File: src/rtl/fft_pkg.sv
// Shared types and constants for the radix-2 FFT sequencer.
// State encodings and stage numbers used across the FFT slice.
package fft_pkg;

   typedef enum logic [1:0] {
      IDLE = 2'd0,
      RUN  = 2'd1,
      WAIT = 2'd2,
      DONE = 2'd3
   } state_t;

   localparam logic [2:0] STAGE0 = 3'd0;
   localparam logic [2:0] STAGE1 = 3'd1;
   localparam logic [2:0] STAGE2 = 3'd2;
   localparam logic [2:0] STAGE3 = 3'd3;
   localparam logic [2:0] STAGE4 = 3'd4;

endpackage

File: src/rtl/fft_delay_line.sv
// Fixed-depth shift pipeline; matches butterfly read-to-write latency.
// Synchronous reset flushes every slot so pending writes are dropped.
module fft_delay_line #(
   parameter int WIDTH = 8,
   parameter int DEPTH = 3
) (
   input  logic             clk,
   input  logic             rst,
   input  logic [WIDTH-1:0] din,
   output logic [WIDTH-1:0] dout
);

   logic [WIDTH-1:0] pipe [DEPTH];

   // shift one slot per cycle, clear all slots on reset
   always_ff @(posedge clk) begin
      if (rst) begin
         for (int i = 0; i < DEPTH; i++) pipe[i] <= '0;
      end else begin
         pipe[0] <= din;
         for (int i = 1; i < DEPTH; i++) pipe[i] <= pipe[i-1];
      end
   end

   assign dout = pipe[DEPTH-1];

endmodule

File: src/rtl/fft_sequencer.sv
// In-place radix-2 FFT address sequencer: one butterfly per cycle,
// a latency-sized gap between stages, write-back via a delay line.
module fft_sequencer
   import fft_pkg::*;
#(
   parameter int ADDRSIZE  = 5,
   parameter int NUMSTAGES = 5,
   parameter int BFLY_LAT  = 3
) (
   input  logic                clk,
   input  logic                rst,
   input  logic                start,
   output logic                busy,
   output logic                done,
   output logic [2:0]          stage_num,
   output logic [ADDRSIZE-2:0] bfly_idx,
   output logic                ld_twiddle,
   output logic [ADDRSIZE-1:0] tw_addr,
   output logic                rd_en,
   output logic [ADDRSIZE-1:0] rd_addr_a,
   output logic [ADDRSIZE-1:0] rd_addr_b,
   output logic                wr_en,
   output logic [ADDRSIZE-1:0] wr_addr_a,
   output logic [ADDRSIZE-1:0] wr_addr_b
);

   localparam logic [ADDRSIZE-2:0] LAST_K = '1;
   localparam logic [2:0]          LAST_S = 3'(NUMSTAGES - 1);
   localparam logic [2:0]          LAST_W = 3'(BFLY_LAT - 1);
   localparam int                  PW     = 2 * ADDRSIZE + 1;

   state_t              state;
   logic [2:0]          s;
   logic [ADDRSIZE-2:0] k;
   logic [2:0]          wcnt;

   logic [2:0]          iss_s;
   logic [ADDRSIZE-2:0] iss_k;
   logic [ADDRSIZE-1:0] kx, span, grp, pos;
   logic [ADDRSIZE-1:0] iss_a, iss_b, iss_tw;

   logic [PW-1:0]       pipe_in, pipe_out;

   // butterfly that would be issued at the coming edge, and its addresses
   always_comb begin
      iss_s = STAGE0;
      iss_k = '0;
      if (state == RUN) begin
         iss_s = s;
         iss_k = k + 1'b1;
      end else if (state == WAIT) begin
         iss_s = s + 3'd1;
      end
      kx     = {1'b0, iss_k};
      span   = ADDRSIZE'(1) << iss_s;
      grp    = kx >> iss_s;
      pos    = kx & (span - 1'b1);
      iss_a  = (grp << (iss_s + 3'd1)) | pos;
      iss_b  = iss_a + span;
      iss_tw = pos << (LAST_S - iss_s);
   end

   // control FSM with registered strobes; busy rises one cycle after
   // the first issue and drops as the last WAIT cycle hands over to DONE
   always_ff @(posedge clk) begin
      if (rst) begin
         state      <= IDLE;
         s          <= STAGE0;
         k          <= '0;
         wcnt       <= '0;
         busy       <= 1'b0;
         done       <= 1'b0;
         stage_num  <= '0;
         bfly_idx   <= '0;
         ld_twiddle <= 1'b0;
         tw_addr    <= '0;
         rd_en      <= 1'b0;
         rd_addr_a  <= '0;
         rd_addr_b  <= '0;
      end else begin
         done       <= 1'b0;
         rd_en      <= 1'b0;
         ld_twiddle <= 1'b0;
         unique case (state)
            IDLE: begin
               busy <= 1'b0;
               if (start) begin
                  state      <= RUN;
                  s          <= iss_s;
                  k          <= iss_k;
                  rd_en      <= 1'b1;
                  ld_twiddle <= 1'b1;
                  stage_num  <= iss_s;
                  bfly_idx   <= iss_k;
                  rd_addr_a  <= iss_a;
                  rd_addr_b  <= iss_b;
                  tw_addr    <= iss_tw;
               end
            end
            RUN: begin
               busy <= 1'b1;
               if (k == LAST_K) begin
                  state <= WAIT;
                  wcnt  <= '0;
               end else begin
                  k          <= iss_k;
                  rd_en      <= 1'b1;
                  ld_twiddle <= 1'b1;
                  bfly_idx   <= iss_k;
                  rd_addr_a  <= iss_a;
                  rd_addr_b  <= iss_b;
                  tw_addr    <= iss_tw;
               end
            end
            WAIT: begin
               if (wcnt != LAST_W) begin
                  wcnt <= wcnt + 3'd1;
               end else if (s == LAST_S) begin
                  state <= DONE;
                  done  <= 1'b1;
                  busy  <= 1'b0;
               end else begin
                  state      <= RUN;
                  s          <= iss_s;
                  k          <= iss_k;
                  rd_en      <= 1'b1;
                  ld_twiddle <= 1'b1;
                  stage_num  <= iss_s;
                  bfly_idx   <= iss_k;
                  rd_addr_a  <= iss_a;
                  rd_addr_b  <= iss_b;
                  tw_addr    <= iss_tw;
               end
            end
            DONE: begin
               busy  <= 1'b0;
               state <= IDLE;
            end
         endcase
      end
   end

   assign pipe_in = {rd_en, rd_addr_a, rd_addr_b};

   fft_delay_line #(
      .WIDTH(PW),
      .DEPTH(BFLY_LAT)
   ) u_wr_pipe (
      .clk (clk),
      .rst (rst),
      .din (pipe_in),
      .dout(pipe_out)
   );

   assign {wr_en, wr_addr_a, wr_addr_b} = pipe_out;

endmodule
File: config.mk
export PLATFORM = sky130hd
export DESIGN_NAME = fft_sequencer
export DESIGN_NICKNAME = d
export VERILOG_FILES = /design/src/rtl/fft_pkg.sv /design/src/rtl/fft_delay_line.sv /design/src/rtl/fft_sequencer.sv
export SDC_FILE = /design/constraint.sdc
export NUM_CORES = 1
export LEC_CHECK = 0
export BUFFER_PORTS_ARGS = -buffer_cell sky130_fd_sc_hd__buf_2
export CORE_MARGIN = 5
export CORE_UTILIZATION = 40
export DETAILED_ROUTE_END_ITERATION = 10
export GPL_TIMING_DRIVEN = 0
export MAX_ROUTING_LAYER = met4
export PLACE_DENSITY = 0.68
export SLEW_MARGIN = 20
export SYNTH_ARGS = -nofsm -noshare
export SYNTH_HDL_FRONTEND = slang
export SYNTH_HIERARCHICAL = 1
export SYNTH_SLANG_ARGS = --single-unit
File: constraint.sdc
create_clock -name clk -period 7.4 [get_ports clk]
set_input_delay 1.11 -clock clk [delete_from_list [all_inputs] [get_ports clk]]
set_output_delay 1.11 -clock clk [all_outputs]
set_load 0.02 [all_outputs]
* Word level (Yosys, flattened, before mapping)
Memories as Yosys holds them, arrays and structs flattened.
Index checks and enable logic that the tools add are counted.
** Cells by class
- Add/sub/neg operators :: 7
- Bitwise operators :: 6
- Reductions and logical operators :: 11
- Muxes and demuxes :: 50
- Shift-type cells :: 4
- Equal/unequal tests :: 13
** Operator list (number)
- $mux W5 :: 12
- $pmux W5 S3 :: 3
- $mux W11 :: 3
- $mux W3 :: 7
- $mux W4 :: 5
- $pmux W3 S2 :: 2
- $pmux W4 S3 :: 1
- $mux W1 :: 10
- $shl A5 B3 Y5 :: 2
- $add A3 B1 Y3 const B :: 3
- $mux W2 :: 4
- $ne A2 B2 Y1 const B :: 4
- $pmux W2 S4 :: 1
- $ne A2 B1 Y1 const B :: 3
- $pmux W1 S3 :: 2
- $reduce_and A3 Y1 :: 2
- $add A5 B5 Y5 :: 1
- $and A4 B5 Y5 :: 1
- $or A5 B5 Y5 :: 1
- $reduce_and A5 Y1 :: 1
- $shl A1 B3 Y5 const A :: 1
- $shr A4 B3 Y5 :: 1
- $sub A5 B1 Y5 const B :: 1
- $add A4 B1 Y4 const B :: 1
- 15 further kinds :: 19
** Word-level totals
- Logic and storage cells :: 102
- Memories :: 1
- Register bits after elaboration :: 30
- Bits in writable memories :: 33
- Bits of input ports :: 3
** Memory list
- u_wr_pipe.pipe :: depth 3, bits a word 11, read ports 3, clocked after memory_dff 0, write ports 3, RTL line fft_delay_line.sv:13 : logic [WIDTH-1:0] pipe [DEPTH];

* Logic depth before layout (Yosys ltp)
Gate-level depths: netlist of run 1.
- Word-level depth :: 11
- Depth in mapped cells :: 19

* Hierarchy
Netlist of run 1, hierarchy kept.
** By module, submodules not included
- fft_sequencer :: cells an instance 233, seq. area each 600.6 µm², instances 1, area an instance 1876.8 µm²
- fft_delay_line :: cells an instance 80, seq. area each 660.6 µm², instances 1, area an instance 972.2 µm²

* Worst setup path after synthesis of run 1
No wires, ideal clock.
- Kind :: reg2reg
- Start point :: reg s[0]
- End point :: reg rd_addr_b[4]
- Data required time :: 7.272 ns
- Arrival time :: 3.823 ns
- Cell stages (with the launch flop) :: 17
- Setup time :: 0.128 ns
- Period minus slack after synthesis :: 3.952 ns
- Slack :: 3.448 ns
- Path through :: dfxtp_1 -> clkbuf_1 -> inv_1 -> ha_1 -> a32oi_2 -> inv_1 -> ha_1 -> o211ai_1 -> or4b_1 -> nor2_1 -> a211o_1 -> ha_1 -> a21o_1 -> a21oi_1 -> xnor2_1 -> xnor2_1 -> a21oi_2
** On the way
- Word-level cells in the longest chain between the ends :: 11
- Elaborated cells on any way between the ends :: 19
- Those cells by class :: add/sub: 4; eq/ne: 2; shift: 3; mux: 7; bitwise: 2; reduce/logical: 1
** Ends and longest elaborated chain
- start: declaration :: RTL line fft_sequencer.sv:33 : logic [2:0] s;
- start signal: assignment :: RTL line fft_sequencer.sv:89 : s <= iss_s;
- start signal: assignment :: RTL line fft_sequencer.sv:124 : s <= iss_s;
- $add A3 B1 Y3 :: RTL line fft_sequencer.sv:52 : iss_s = s + 3'd1;
- $mux W3 :: RTL line fft_sequencer.sv:51 : end else if (state == WAIT) begin
- $mux W3 * :: RTL line fft_sequencer.sv:48 : if (state == RUN) begin
- $shl A1 B3 Y5 :: RTL line fft_sequencer.sv:55 : span = ADDRSIZE'(1) << iss_s;
- $sub A5 B1 Y5 :: RTL line fft_sequencer.sv:57 : pos = kx & (span - 1'b1);
- $and A4 B5 Y5 :: RTL line fft_sequencer.sv:57
- $or A5 B5 Y5 * :: RTL line fft_sequencer.sv:58 : iss_a = (grp << (iss_s + 3'd1)) | pos;
- via iss_a[2] :: RTL line fft_sequencer.sv:40 : logic [ADDRSIZE-1:0] iss_a, iss_b, iss_tw;
- $add A5 B5 Y5 * :: RTL line fft_sequencer.sv:59 : iss_b = iss_a + span;
- $mux W5 :: RTL line fft_sequencer.sv:118 : end else if (s == LAST_S) begin
- $mux W5 :: RTL line fft_sequencer.sv:116 : if (wcnt != LAST_W) begin
- $pmux W5 S3 * :: RTL line fft_sequencer.sv:84 : unique case (state)
- end signal: assignment :: RTL line fft_sequencer.sv:96 : rd_addr_b <= iss_b;
- end signal: assignment :: RTL line fft_sequencer.sv:111 : rd_addr_b <= iss_b;
- end signal: assignment :: RTL line fft_sequencer.sv:131 : rd_addr_b <= iss_b;
- end: declaration :: RTL line fft_sequencer.sv:21 : output logic [ADDRSIZE-1:0] rd_addr_b,
The timed path passes the listed nets; every way through them passes the cells marked *. The select of a mux whose other input is x is not followed.
A chain may end at the register's enable or synchronous reset.

* Worst setup path after layout of run 1
Ends and elaborated chain as after synthesis.

==> summary.txt, run 1 <==
Die
  • Die area: 0.00891 mm²
  • Num ports: 40
  • Row cnt: 30
  • Die Span X: 94.4 µm
  • Chip Height: 94.4 µm
  • Core Area: roughly 0.0069 mm²
  • Initial Util: approximately two fifths

Global routing
  • GR Util met2: around 25%
  • First-pass GRT wire length: ~11,000 µm
  • GRT Residual Overflow: 0
  • GRT met3 Usage: 3.59%
  • Gr busiest metal: met2
  • Met1 global-route usage: about a fifth
  • Vias in the first global route: roughly 2,200
  • Tot GR Track Use: roughly 16%
  • Largest net degree at the start of global routing: 14
  • Initial antenna violation count: 0

Critical path
  • Crit-path max FO: 10
  • Critical path endpoint category: flop
  • Crit start category: flop
  • Worst reg-to-reg setup slack: between 2 and 3 ns
  • Crit. Startpoint: s[0]
  • CP Class: reg2reg
  • CP arrival: approximately 4.8 ns
  • Worst EP required: roughly 7.6 ns
  • Critical R2R Launch: s[0]

Worst hold path
  • Hold WC Path Type: reg2reg
  • Worst Hold Launch: u_wr_pipe/pipe[0][15]

Drt
  • Aggregate routed wire length: around 6500 µm
  • Vias: 2,345
  • WL/cell: 13.9 µm
  • Final ANT Viol Nets: 0
  • Starting DRT DRC Count: ~110
  • Remaining DRCs: 0
  • Drt pass-1 iters: 4
  • Via density: slightly above 5

Synth
  • Post-synthesis sequential area ratio: between 40% and 50%
  • Yosys top cell area share: 44.3%
  • Library cells used by synthesis: 53
  • Syn Nets: 330
  • Area leader, netlist: dfxtp_1
  • Synthesized flop and latch total: 63
  • Top FF cell, synth: dfxtp_1
  • Post-synth EDFFs: 0
  • YS warnings: 6
  • Top cells by area, synth: dfxtp_1, nor2b_1, ha_1
  • Synth async-reset ratio: 0%
  • Synth Instances: ~310
  • Synthesized area: around 0.0028 mm²
  • Post-Syn Area per Cell: 9.10 µm²

Cells and area
  • Nets: 380
  • Share of post-route cells with drive strength above 1: ~22%
  • Area Overhead vs Synth: 19.9%
  • Diode count: 0
  • Non-Filler Instances: between 400 and 500
  • Commonest cells after routing, fill and taps aside: dfxtp_1, buf_2, nor2b_1, nor2_1, nand2_1
  • Commonest non-fill, non-tap cell in the layout: dfxtp_1

STA
  • Slew Limit Fails: 0
  • Final Setup Violations: 0
  • Max frequency: 220 MHz
  • RSZ-0062 raised after global routing: no
  • Slew HR: 57.5%
  • Worst Tran Pin Value: around 0.64 ns
  • Final Hold Viols: 0
  • Clock Skew: 0.0136 ns
  • Period utilization: 61.4%
  • Setup TNS: 0 ns
  • Min Tclk post-route: roughly 4.5 ns

Clock tree
  • # H-tree levels: 3
  • CTS resizes: 0
  • CTS tree: done
  • Clk root buf: clkbuf_8
  • Postcts setup bufs: 0
  • Clock sinks: 63
  • Cts bufs inserted: 9
  • Clock buffer depth: 2
  • Skew-Pair Late Insertion Delay: approximately 0.34 ns
  • Hold bufs inserted after CTS: 0
  • Clk pin slew, worst setup/hold paths: about 0.08 ns

Pwr
  • Flop pwr share: 44.8%
  • Power Internal: around 0.60 mW
  • Peak supply drop: between 100 and 150 µV
  • Switching part of the total: 24.3%
  • Power share of the clock group: 48.1%
  • Leakage: approximately 1.5 nW
  • NetSw: between 0.15 and 0.2 mW
  • Combinational power share: 7.1%
  • PwrDens: approximately 230 mW/mm²

Placement
  • DP HPWL: between 4000 and 5000 µm
  • Port bufs: 39
  • Cell count after placement: between 400 and 500
  • Placer Congestion: between 0.9 and 1

Run
  • Number of max-cap violations: 0

Outcome
  • Status: complete, no violations
metal layers:
metal,share of wire [%],wire length (µm)
met1,46,2980
met2,47,3010
met3,4.5,290
met4,2.6,169
met5,0,0
logic make-up after synthesis:
| family | Yosys count | share of synthesized area [%] |
|---|---|---|
| compound gates | 67 | 15.9 |
| buf+inv | 37 | 7.07 |
| simple gates | 120 | 22.5 |
| mux | 3 | 1.10 |
| flops | 63 | 44.3 |
| fa+ha+maj | 14 | 6.41 |
| xor+xnor | 9 | 2.77 |
path summary, 6_finish.rpt:
| path | to | cells after the start |
|---|---|---|
| max | rd_addr_b[4] | 16 |
| min | u_wr_pipe/pipe[0][26] | 1 |
| max reg2reg | rd_addr_b[4] | 16 |
| min reg2reg | u_wr_pipe/pipe[0][26] | 1 |
area by class of cell:
class	instances	area [µm²]
inverter	11	41.3
buffer	26	160
timing repair buffer	39	195
tap	96	120
clock buffer	9	124
clock inverter	7	128
multi-input combinational	213	1390
sequential	63	1260
fill	645	3450
metrics by stage:
step / util (%) / setup WS [ns] / power [mW] / hold slack [ns] / cell area (µm²)
after global routing: 49.7 / 2.62 / 0.818 / 0.454 / 3420
after global placement: 46.1 / 2.88 / 0.417 / 0.417 / 3160
after detailed placement: 46.1 / 2.91 / 0.418 / 0.420 / 3160
final: 49.7 / 2.85 / 0.789 / 0.429 / 3420
after CTS: 49.7 / 2.89 / 0.796 / 0.436 / 3420
after floorplan: - / 3.45 / 0.399 / 0.414 / 2850
power by group through the flow:
stage / sequential, mW / clock, mW / combinational [mW]
after floorplan: 0.366 / 0 / 0.0332
after global placement: 0.362 / 0 / 0.0555
after detailed placement: 0.362 / 0 / 0.0561
after CTS: 0.354 / 0.386 / 0.0562
after global routing: 0.355 / 0.401 / 0.0615
final: 0.354 / 0.380 / 0.0558
cell usage after synthesis (2+ instances only):
master and number:
xnor2_1 9, buf_2 2, nand3b_1 2, nand3_1 9
a31oi_1 4, o21ai_1 3, clkbuf_1 8, nor4_1 2
nand4bb_1 2, inv_1 10, or3_1 2, nand2_1 21
o21ai_0 10, a211oi_1 4, or4b_1 2, nor2_1 25
or2_2 2, o21a_1 3, nand2b_1 3, ha_1 13
a21oi_1 20, dfxtp_1 63, nor3_1 9, mux2i_1 2
o211ai_1 3, nor2b_1 36, buf_4 16, a21o_1 2
o2111ai_1 2
worst max-delay path: stages (launching register included):
cell and delay, ns:
dfxtp_1 0.53, clkbuf_1 0.37, inv_1 0.14, ha_1 0.42, a32oi_2 0.37, inv_1 0.12
ha_1 0.39, o211ai_1 0.14, or4b_1 0.64, nor2_1 0.12, a211o_1 0.15, ha_1 0.27
a21o_1 0.19, a21oi_1 0.17, xnor2_1 0.15, xnor2_1 0.16, a21oi_2 0.07
state kept, by name, summed over array words and instances (netlist names), 2 cells and up:
name            count
rd_addr_a           5
u_wr_pipe/pipe     33
wcnt                3
tw_addr             5
rd_addr_b           5
state               2
k                   4
s                   3
Note: power is estimated with default switching activity, not from simulation.
==> inputs of run 2 (changes only) <==
==> constraint.sdc (replaced) <==
create_clock -name clk -period 4.6 [get_ports clk]
set_input_delay 0.69 -clock clk [delete_from_list [all_inputs] [get_ports clk]]
set_output_delay 0.69 -clock clk [all_outputs]
set_load 0.02 [all_outputs]
==> run 2 against run 1 <==
  * Global-route usage stayed put
  * Register-to-register slack got worse by 2.6 ns
  * Final cell count unchanged
  * Die area unchanged
  * Worst setup slack got worse by 2.6 ns
  * Utilization about the same
  * Combinational power is 61% higher
  * Largest cell class unchanged
  * Cell area hardly changed
==> summary.txt, run 2 (same netlist as run 1, synthesis figures left out) <==
Cells and area
  • Final core utilization: 49.8% (about the same)
  • Biggest register: u_wr_pipe/pipe
  • Nets: 380 (unchanged)
  • Commonest cells after routing, fill and taps aside: dfxtp_1, buf_2, nor2b_1, nor2_1, nand2_1
  • Commonest non-fill, non-tap cell in the layout: dfxtp_1
  • Area Overhead vs Synth: 20.0% (about the same)
  • Fill count: 648 (+0.47%)
  • Max reg flops: 33 (unchanged)
  • Share of post-route cells with drive strength above 1: 22.6% (+0.54 points)
  • Diode count: 0 (unchanged)

Critical path
  • Reg2reg path depth: 16 (unchanged)
  • CP arrival: 4.52 ns (-0.25 ns)
  • Critical path endpoint category: flop
  • Critical path buffers and inverters: 3 (unchanged)
  • CP Class: reg2reg
  • Critical path, cell by cell: clkbuf_1 -> inv_1 -> ha_1 -> a32oi_2 -> inv_1 -> ha_1 -> o211ai_1 -> or4b_1 -> nor2_1 -> a211o_1 -> ha_1 -> a21o_1 -> a21oi_1 -> xnor2_1 -> xnor2_1 -> a21oi_2
  • Worst EP required: 4.82 ns (-2.80 ns)
  • Crit-path max FO: 9 (-1)
  • Crit start category: flop
  • Top Family by Delay on Critical Path: compound AO/OA/AOI/OAI gates
  • Critical path depth in cells: 16 (unchanged)
  • Worst reg-to-reg setup slack: 0.30 ns (-2.56 ns)
  • Crit path top cell by count: ha_1
  • Max stage delay on crit path: 0.64 ns (about the same)
  • Slowest library cell on the worst path: or4b_1

STA
  • Min Tclk post-route: 4.30 ns (-0.245 ns)
  • Final Setup Violations: 0 (unchanged)
  • Max frequency: 232 MHz (+5.7%)
  • Setup TNS: 0 ns (unchanged)
  • Period utilization: 93.5% (+32 points)
  • Final Hold Viols: 0 (unchanged)
  • RSZ-0062 raised after global routing: no
  • Slew Limit Fails: 0 (unchanged)
  • Clock Skew: 0.0137 ns (+0.0000596 ns)
  • Slew HR: 57.6% (+0.094 points)
  • Hold WS: 0.430 ns (+0.000112 ns)
  • Worst Tran Pin Value: 0.634 ns (-0.00141 ns)

Die
  • Core Area: 0.00687 mm² (unchanged)
  • Die Span X: 94.4 µm (unchanged)
  • Die area: 0.00891 mm² (unchanged)
  • Row cnt: 30 (unchanged)
  • Num ports: 40 (unchanged)
  • Chip Height: 94.4 µm (unchanged)
  • Initial Util: 41.5% (unchanged)

Placement
  • DP HPWL: 4770 µm (unchanged)
  • Port bufs: 39 (unchanged)
  • Placer Congestion: 0.918 (unchanged)

Global routing
  • Vias in the first global route: 2,194 (unchanged)
  • Tot GR Track Use: 16.0% (unchanged)
  • Initial antenna violation count: 0 (unchanged)
  • Largest net degree at the start of global routing: 14 (unchanged)
  • GRT Residual Overflow: 0 (unchanged)
  • First-pass GRT wire length: 10,700 µm (unchanged)

Run
  • Number of max-cap violations: 0 (unchanged)

Clock tree
  • Cts bufs inserted: 9 (unchanged)
  • CTS tree: done
  • Clk pin slew, worst setup/hold paths: 0.08 ns (about the same)
  • CTS resizes: 0 (unchanged)
  • Clock sinks: 63 (unchanged)
  • Clock buffer depth: 2 (unchanged)
  • Hold bufs inserted after CTS: 0 (unchanged)
  • Postcts setup bufs: 0 (unchanged)
  • # H-tree levels: 3 (unchanged)
  • Clk root buf: clkbuf_8
  • Skew-Pair Late Insertion Delay: 0.34 ns (about the same)

Drt
  • Starting DRT DRC Count: 118 (+5.4%)
  • Drt pass-1 iters: 4 (unchanged)
  • Vias: 2,344 (-0.043%)
  • Via density: 5.05 (about the same)
  • WL/cell: 14.0 µm (+0.37%)
  • Remaining DRCs: 0 (unchanged)
  • Aggregate routed wire length: 6480 µm (+0.37%)
  • Final ANT Viol Nets: 0 (unchanged)

Worst hold path
  • Hold WC Path Type: reg2reg
  • Hold-critical path depth: 1 (unchanged)

Pwr
  • Total Power: 1.27 mW (+61%)
  • Peak supply drop: 179 µV (+61%)
  • Leakage: 1.52 nW (+0.26%)
  • PwrDens: 371 mW/mm² (+61%)

Outcome
  • Status: complete, no violations
## run 2: cell types whose count changed in the layout (fill, tap and decap cells not counted)
| cell | before | now |
|---|---|---|
| dfxtp_2 | 0 | 1 |
| dfxtp_1 | 63 | 62 |
| clkbuf_1 | 8 | 7 |
| clkbuf_2 | 0 | 1 |
## run 2: worst reg2reg max path, stage by stage (launching register included)
cell	delay [ns]
dfxtp_1	0.37
clkbuf_1	0.31
inv_1	0.15
ha_1	0.39
a32oi_2	0.37
inv_1	0.12
ha_1	0.39
o211ai_1	0.14
or4b_1	0.65
nor2_1	0.13
a211o_1	0.15
ha_1	0.28
a21o_1	0.19
a21oi_1	0.17
xnor2_1	0.15
xnor2_1	0.16
a21oi_2	0.07
## run 2: worst paths after layout
kind	start	end
min reg2reg	u_wr_pipe/pipe[0][15]	u_wr_pipe/pipe[0][26]
min	u_wr_pipe/pipe[0][15]	u_wr_pipe/pipe[0][26]
max reg2reg	s[1]	rd_addr_b[4]
max	s[1]	rd_addr_b[4]
## run 2: layout make-up
type / instances / area (µm²) / area share [%]
clock inverter: 7 / 128 / 3.73
tap: 96 / 120 / 3.51
buffer: 26 / 161 / 4.72
clock buffer: 9 / 124 / 3.62
inverter: 11 / 41.3 / 1.21
timing repair buffer: 39 / 195 / 5.71
multi-input combinational: 213 / 1390 / 40.6
sequential: 63 / 1260 / 36.9
## run 2: metal layers
layer / GRT usage, % / vias to the layer above / share of wire [%]
li1: - / 1169 / -
met1: 19.9 / 1109 / 46
met2: 24.8 / 50 / 47
met3: 3.59 / 16 / 4.5
met4: 7.58 / 0 / 2.7
met5: - / - / 0
## run 2: power by group
part | internal [mW] | switching, mW
combinational | 0.0321 | 0.0579
clock | 0.368 | 0.241
sequential | 0.560 | 0.00886
## run 2: stage by stage
stage / cells / area, µm² / setup slack [ns]
3_3_place_gp: 448 / 3160 / 0.0785
4_1_cts: 464 / 3420 / 0.0920
3_5_place_dp: 448 / 3160 / 0.110
2_1_floorplan: 313 / 2850 / 0.648
6_report: 464 / 3420 / 0.299
5_1_grt: 464 / 3420 / 0.0747
==> inputs of run 3 (changes only) <==
--- a/config.mk
+++ b/config.mk
@@ -7,11 +7,11 @@
 export LEC_CHECK = 0
 export BUFFER_PORTS_ARGS = -buffer_cell sky130_fd_sc_hd__buf_2
 export CORE_MARGIN = 5
-export CORE_UTILIZATION = 40
+export CORE_UTILIZATION = 47
 export DETAILED_ROUTE_END_ITERATION = 10
 export GPL_TIMING_DRIVEN = 0
 export MAX_ROUTING_LAYER = met4
-export PLACE_DENSITY = 0.68
+export PLACE_DENSITY = 0.76
 export SLEW_MARGIN = 20
 export SYNTH_ARGS = -nofsm -noshare
 export SYNTH_HDL_FRONTEND = slang
==> constraint.sdc (replaced) <==
create_clock -name clk -period 4.8 [get_ports clk]
set_input_delay 0.72 -clock clk [delete_from_list [all_inputs] [get_ports clk]]
set_output_delay 0.72 -clock clk [all_outputs]
set_load 0.02 [all_outputs]
==> run 3 against run 2 <==
  * Critical path depth did not move
  * Combinational power down 4.4%
  * Largest power group is now sequential cells
  * Critical path type unchanged
  * Fmax decreased by 0.18%
  * First-iteration DRC count increased by 25%
  * Count of clock-buffer cells in the layout up 1
  * Critical endpoint unchanged
  * Global-route usage up 2.6 points
==> summary.txt, run 3 (same netlist as run 1, synthesis figures left out) <==
Cells and area
  • Max reg flops: 33 (unchanged)
  • Share of post-route cells with drive strength above 1: 22.3% (-0.27 points)
  • Nets: 380 (unchanged)
  • Commonest non-fill, non-tap cell in the layout: dfxtp_1
  • Non-Filler Instances: 443 (-4.5%)
  • Biggest register: u_wr_pipe/pipe
  • Diode count: 0 (unchanged)
  • Commonest cells after routing, fill and taps aside: dfxtp_1, buf_2, nor2b_1, nor2_1, nand2_1
  • Area Overhead vs Synth: 16.6%

Critical path
  • Critical path buffers and inverters: 3 (unchanged)
  • Crit-path max FO: 10 (+1)
  • Critical path, cell by cell: clkbuf_2 -> inv_1 -> ha_1 -> a32oi_2 -> inv_1 -> ha_1 -> o211ai_1 -> or4b_1 -> nor2_1 -> a211o_1 -> ha_1 -> a21o_1 -> a21oi_1 -> xnor2_1 -> xnor2_1 -> a21oi_2
  • Crit. Startpoint: s[0]
  • Crit path capture: rd_addr_b[4]
  • Top Family by Delay on Critical Path: adder cells
  • Critical path endpoint category: flop
  • CP Class: reg2reg
  • Crit start category: flop
  • Worst EP required: 5.01 ns (+0.19 ns)
  • Slowest library cell on the worst path: or4b_1
  • Crit path top cell by count: ha_1
  • RR Endpoint: rd_addr_b[4]
  • CP arrival: 4.52 ns (about the same)
  • Critical path depth in cells: 16 (unchanged)
  • Reg2reg path depth: 16 (unchanged)
  • Max stage delay on crit path: 0.62 ns (-0.02 ns)
  • Worst reg-to-reg setup slack: 0.49 ns (+0.19 ns)
  • Critical R2R Launch: s[0]

Global routing
  • Tot GR Track Use: 18.6% (+2.6 points)
  • Initial antenna violation count: 0 (unchanged)
  • Largest net degree at the start of global routing: 13 (-1)
  • GRT Residual Overflow: 0 (unchanged)
  • Vias in the first global route: 2,247 (+2.4%)
  • First-pass GRT wire length: 10,800 µm (+1.1%)

Clock tree
  • Clock sinks: 63 (unchanged)
  • Cts bufs inserted: 9 (unchanged)
  • Clk pin slew, worst setup/hold paths: 0.08 ns (about the same)
  • # H-tree levels: 3 (unchanged)
  • Hold bufs inserted after CTS: 0 (unchanged)
  • CTS tree: done
  • Clk root buf: clkbuf_8
  • Skew-Pair Late Insertion Delay: 0.34 ns (about the same)
  • Clock buffer depth: 2 (unchanged)

Drt
  • Via density: 5.22 (+3.3%)
  • Starting DRT DRC Count: 147 (+25%)
  • Drt pass-1 iters: 4 (unchanged)
  • Final ANT Viol Nets: 0 (unchanged)
  • Aggregate routed wire length: 6450 µm (-0.39%)
  • WL/cell: 14.6 µm (+4.3%)
  • Vias: 2,311 (-1.4%)
  • Remaining DRCs: 0 (unchanged)

STA
  • Slew Limit Fails: 0 (unchanged)
  • Slew HR: 54.4% (-3.2 points)
  • Min Tclk post-route: 4.31 ns (+0.00758 ns)
  • Max frequency: 232 MHz (-0.18%)
  • Worst Tran Pin Value: 0.682 ns (+0.0481 ns)
  • RSZ-0062 raised after global routing: no
  • Final Hold Viols: 0 (unchanged)
  • Period utilization: 89.8% (-3.7 points)
  • Final Setup Violations: 0 (unchanged)
  • Setup TNS: 0 ns (unchanged)
  • Clock Skew: 0.00883 ns (-0.00484 ns)

Die
  • Row cnt: 28 (-6.7%)
  • Core Area: 0.00592 mm² (-14%)
  • Chip Height: 87.9 µm (-6.9%)
  • Die area: 0.00772 mm² (-13%)
  • Die Span X: 87.9 µm (-6.9%)
  • Num ports: 40 (unchanged)
  • Initial Util: 48.1% (+6.6 points)

Pwr
  • Flop pwr share: 51.9% (+7.0 points)
  • NetSw: 0.280 mW (-9.0%)
  • Power Internal: 0.771 mW (-20%)
  • Peak supply drop: 181 µV (+1.5%)
  • PwrDens: 317 mW/mm² (-15%)
  • Switching part of the total: 26.7% (+2.4 points)
  • Power share of the clock group: 39.9% (-8.2 points)
  • Combinational power share: 8.2% (+1.1 points)
  • Leakage: 1.49 nW (-2.3%)

Worst hold path
  • Hold WC Path Type: reg2reg

Placement
  • Placer Congestion: 0.957 (+4.2%)
  • Cell count after placement: 427 (-4.7%)
  • DP HPWL: 4770 µm (about the same)
  • Port bufs: 39 (unchanged)

Run
  • Number of max-cap violations: 0 (unchanged)

Outcome
  • Status: complete, no violations
==> run 3: changes by cell type in the layout (fill, tap and decap cells not counted), sizes merged <==
cell and change:
clkinvlp +1, clkinv +3, inv -2, clkbuf +1
bufinv -3
==> run 3: worst min path at each step <==
| stage | from | to | slack (ns) | depth (start not counted) |
|---|---|---|---|---|
| after floorplan | u_wr_pipe/pipe[0][0] | u_wr_pipe/pipe[0][11] | 0.41 | 1 |
| after global placement | u_wr_pipe/pipe[0][1] | u_wr_pipe/pipe[0][12] | 0.42 | 1 |
| after detailed placement | u_wr_pipe/pipe[0][16] | u_wr_pipe/pipe[0][27] | 0.42 | 1 |
| after CTS | u_wr_pipe/pipe[0][16] | u_wr_pipe/pipe[0][27] | 0.44 | 1 |
| after global routing | u_wr_pipe/pipe[0][4] | u_wr_pipe/pipe[0][15] | 0.45 | 1 |
| final | u_wr_pipe/pipe[0][4] | u_wr_pipe/pipe[0][15] | 0.43 | 1 |
==> run 3: final cells by class <==
| cell class | count | area, µm² |
|---|---|---|
| Timing Repair Buffer | 39 | 195 |
| Fill cell | 573 | 2600 |
| Buffer | 26 | 161 |
| Sequential cell | 63 | 1260 |
| Clock inverter | 6 | 43.8 |
| Tap cell | 75 | 93.8 |
| Multi-Input combinational cell | 213 | 1390 |
| Inverter | 11 | 41.3 |
| Clock buffer | 10 | 138 |
==> run 3: what timing repair did <==
item                       in CTS  in global routing
buffers inserted                0                  0
gates resized for setup         0                  2
setup endpoints to repair       0                  1
==> run 3: per-stage QoR <==
step	hold WS, ns	utilization (%)	power [mW]	worst slack [ns]	area (µm²)
after floorplan	0.414	-	0.616	0.848	2850
after global placement	0.416	53.0	0.642	0.374	3140
after detailed placement	0.423	53.0	0.643	0.376	3140
after CTS	0.438	56.1	1.06	0.346	3320
after global routing	0.453	56.1	1.09	0.0514	3320
final	0.434	56.1	1.05	0.491	3320
==> run 3: per-layer routing <==
metal  track usage [%]  wire length [µm]
met3              3.86               469
met5                 -                 0
met4              7.39                83
met1              23.5              2890
met2              29.2              3010
==> run 3: power groups by stage <==
stage | Combinational (mW) | Sequential (mW) | Clock (mW)
after floorplan | 0.0512 | 0.564 | 0
after global placement | 0.0851 | 0.557 | 0
after detailed placement | 0.0859 | 0.558 | 0
after CTS | 0.0865 | 0.546 | 0.430
after global routing | 0.0946 | 0.547 | 0.451
final | 0.0860 | 0.545 | 0.420
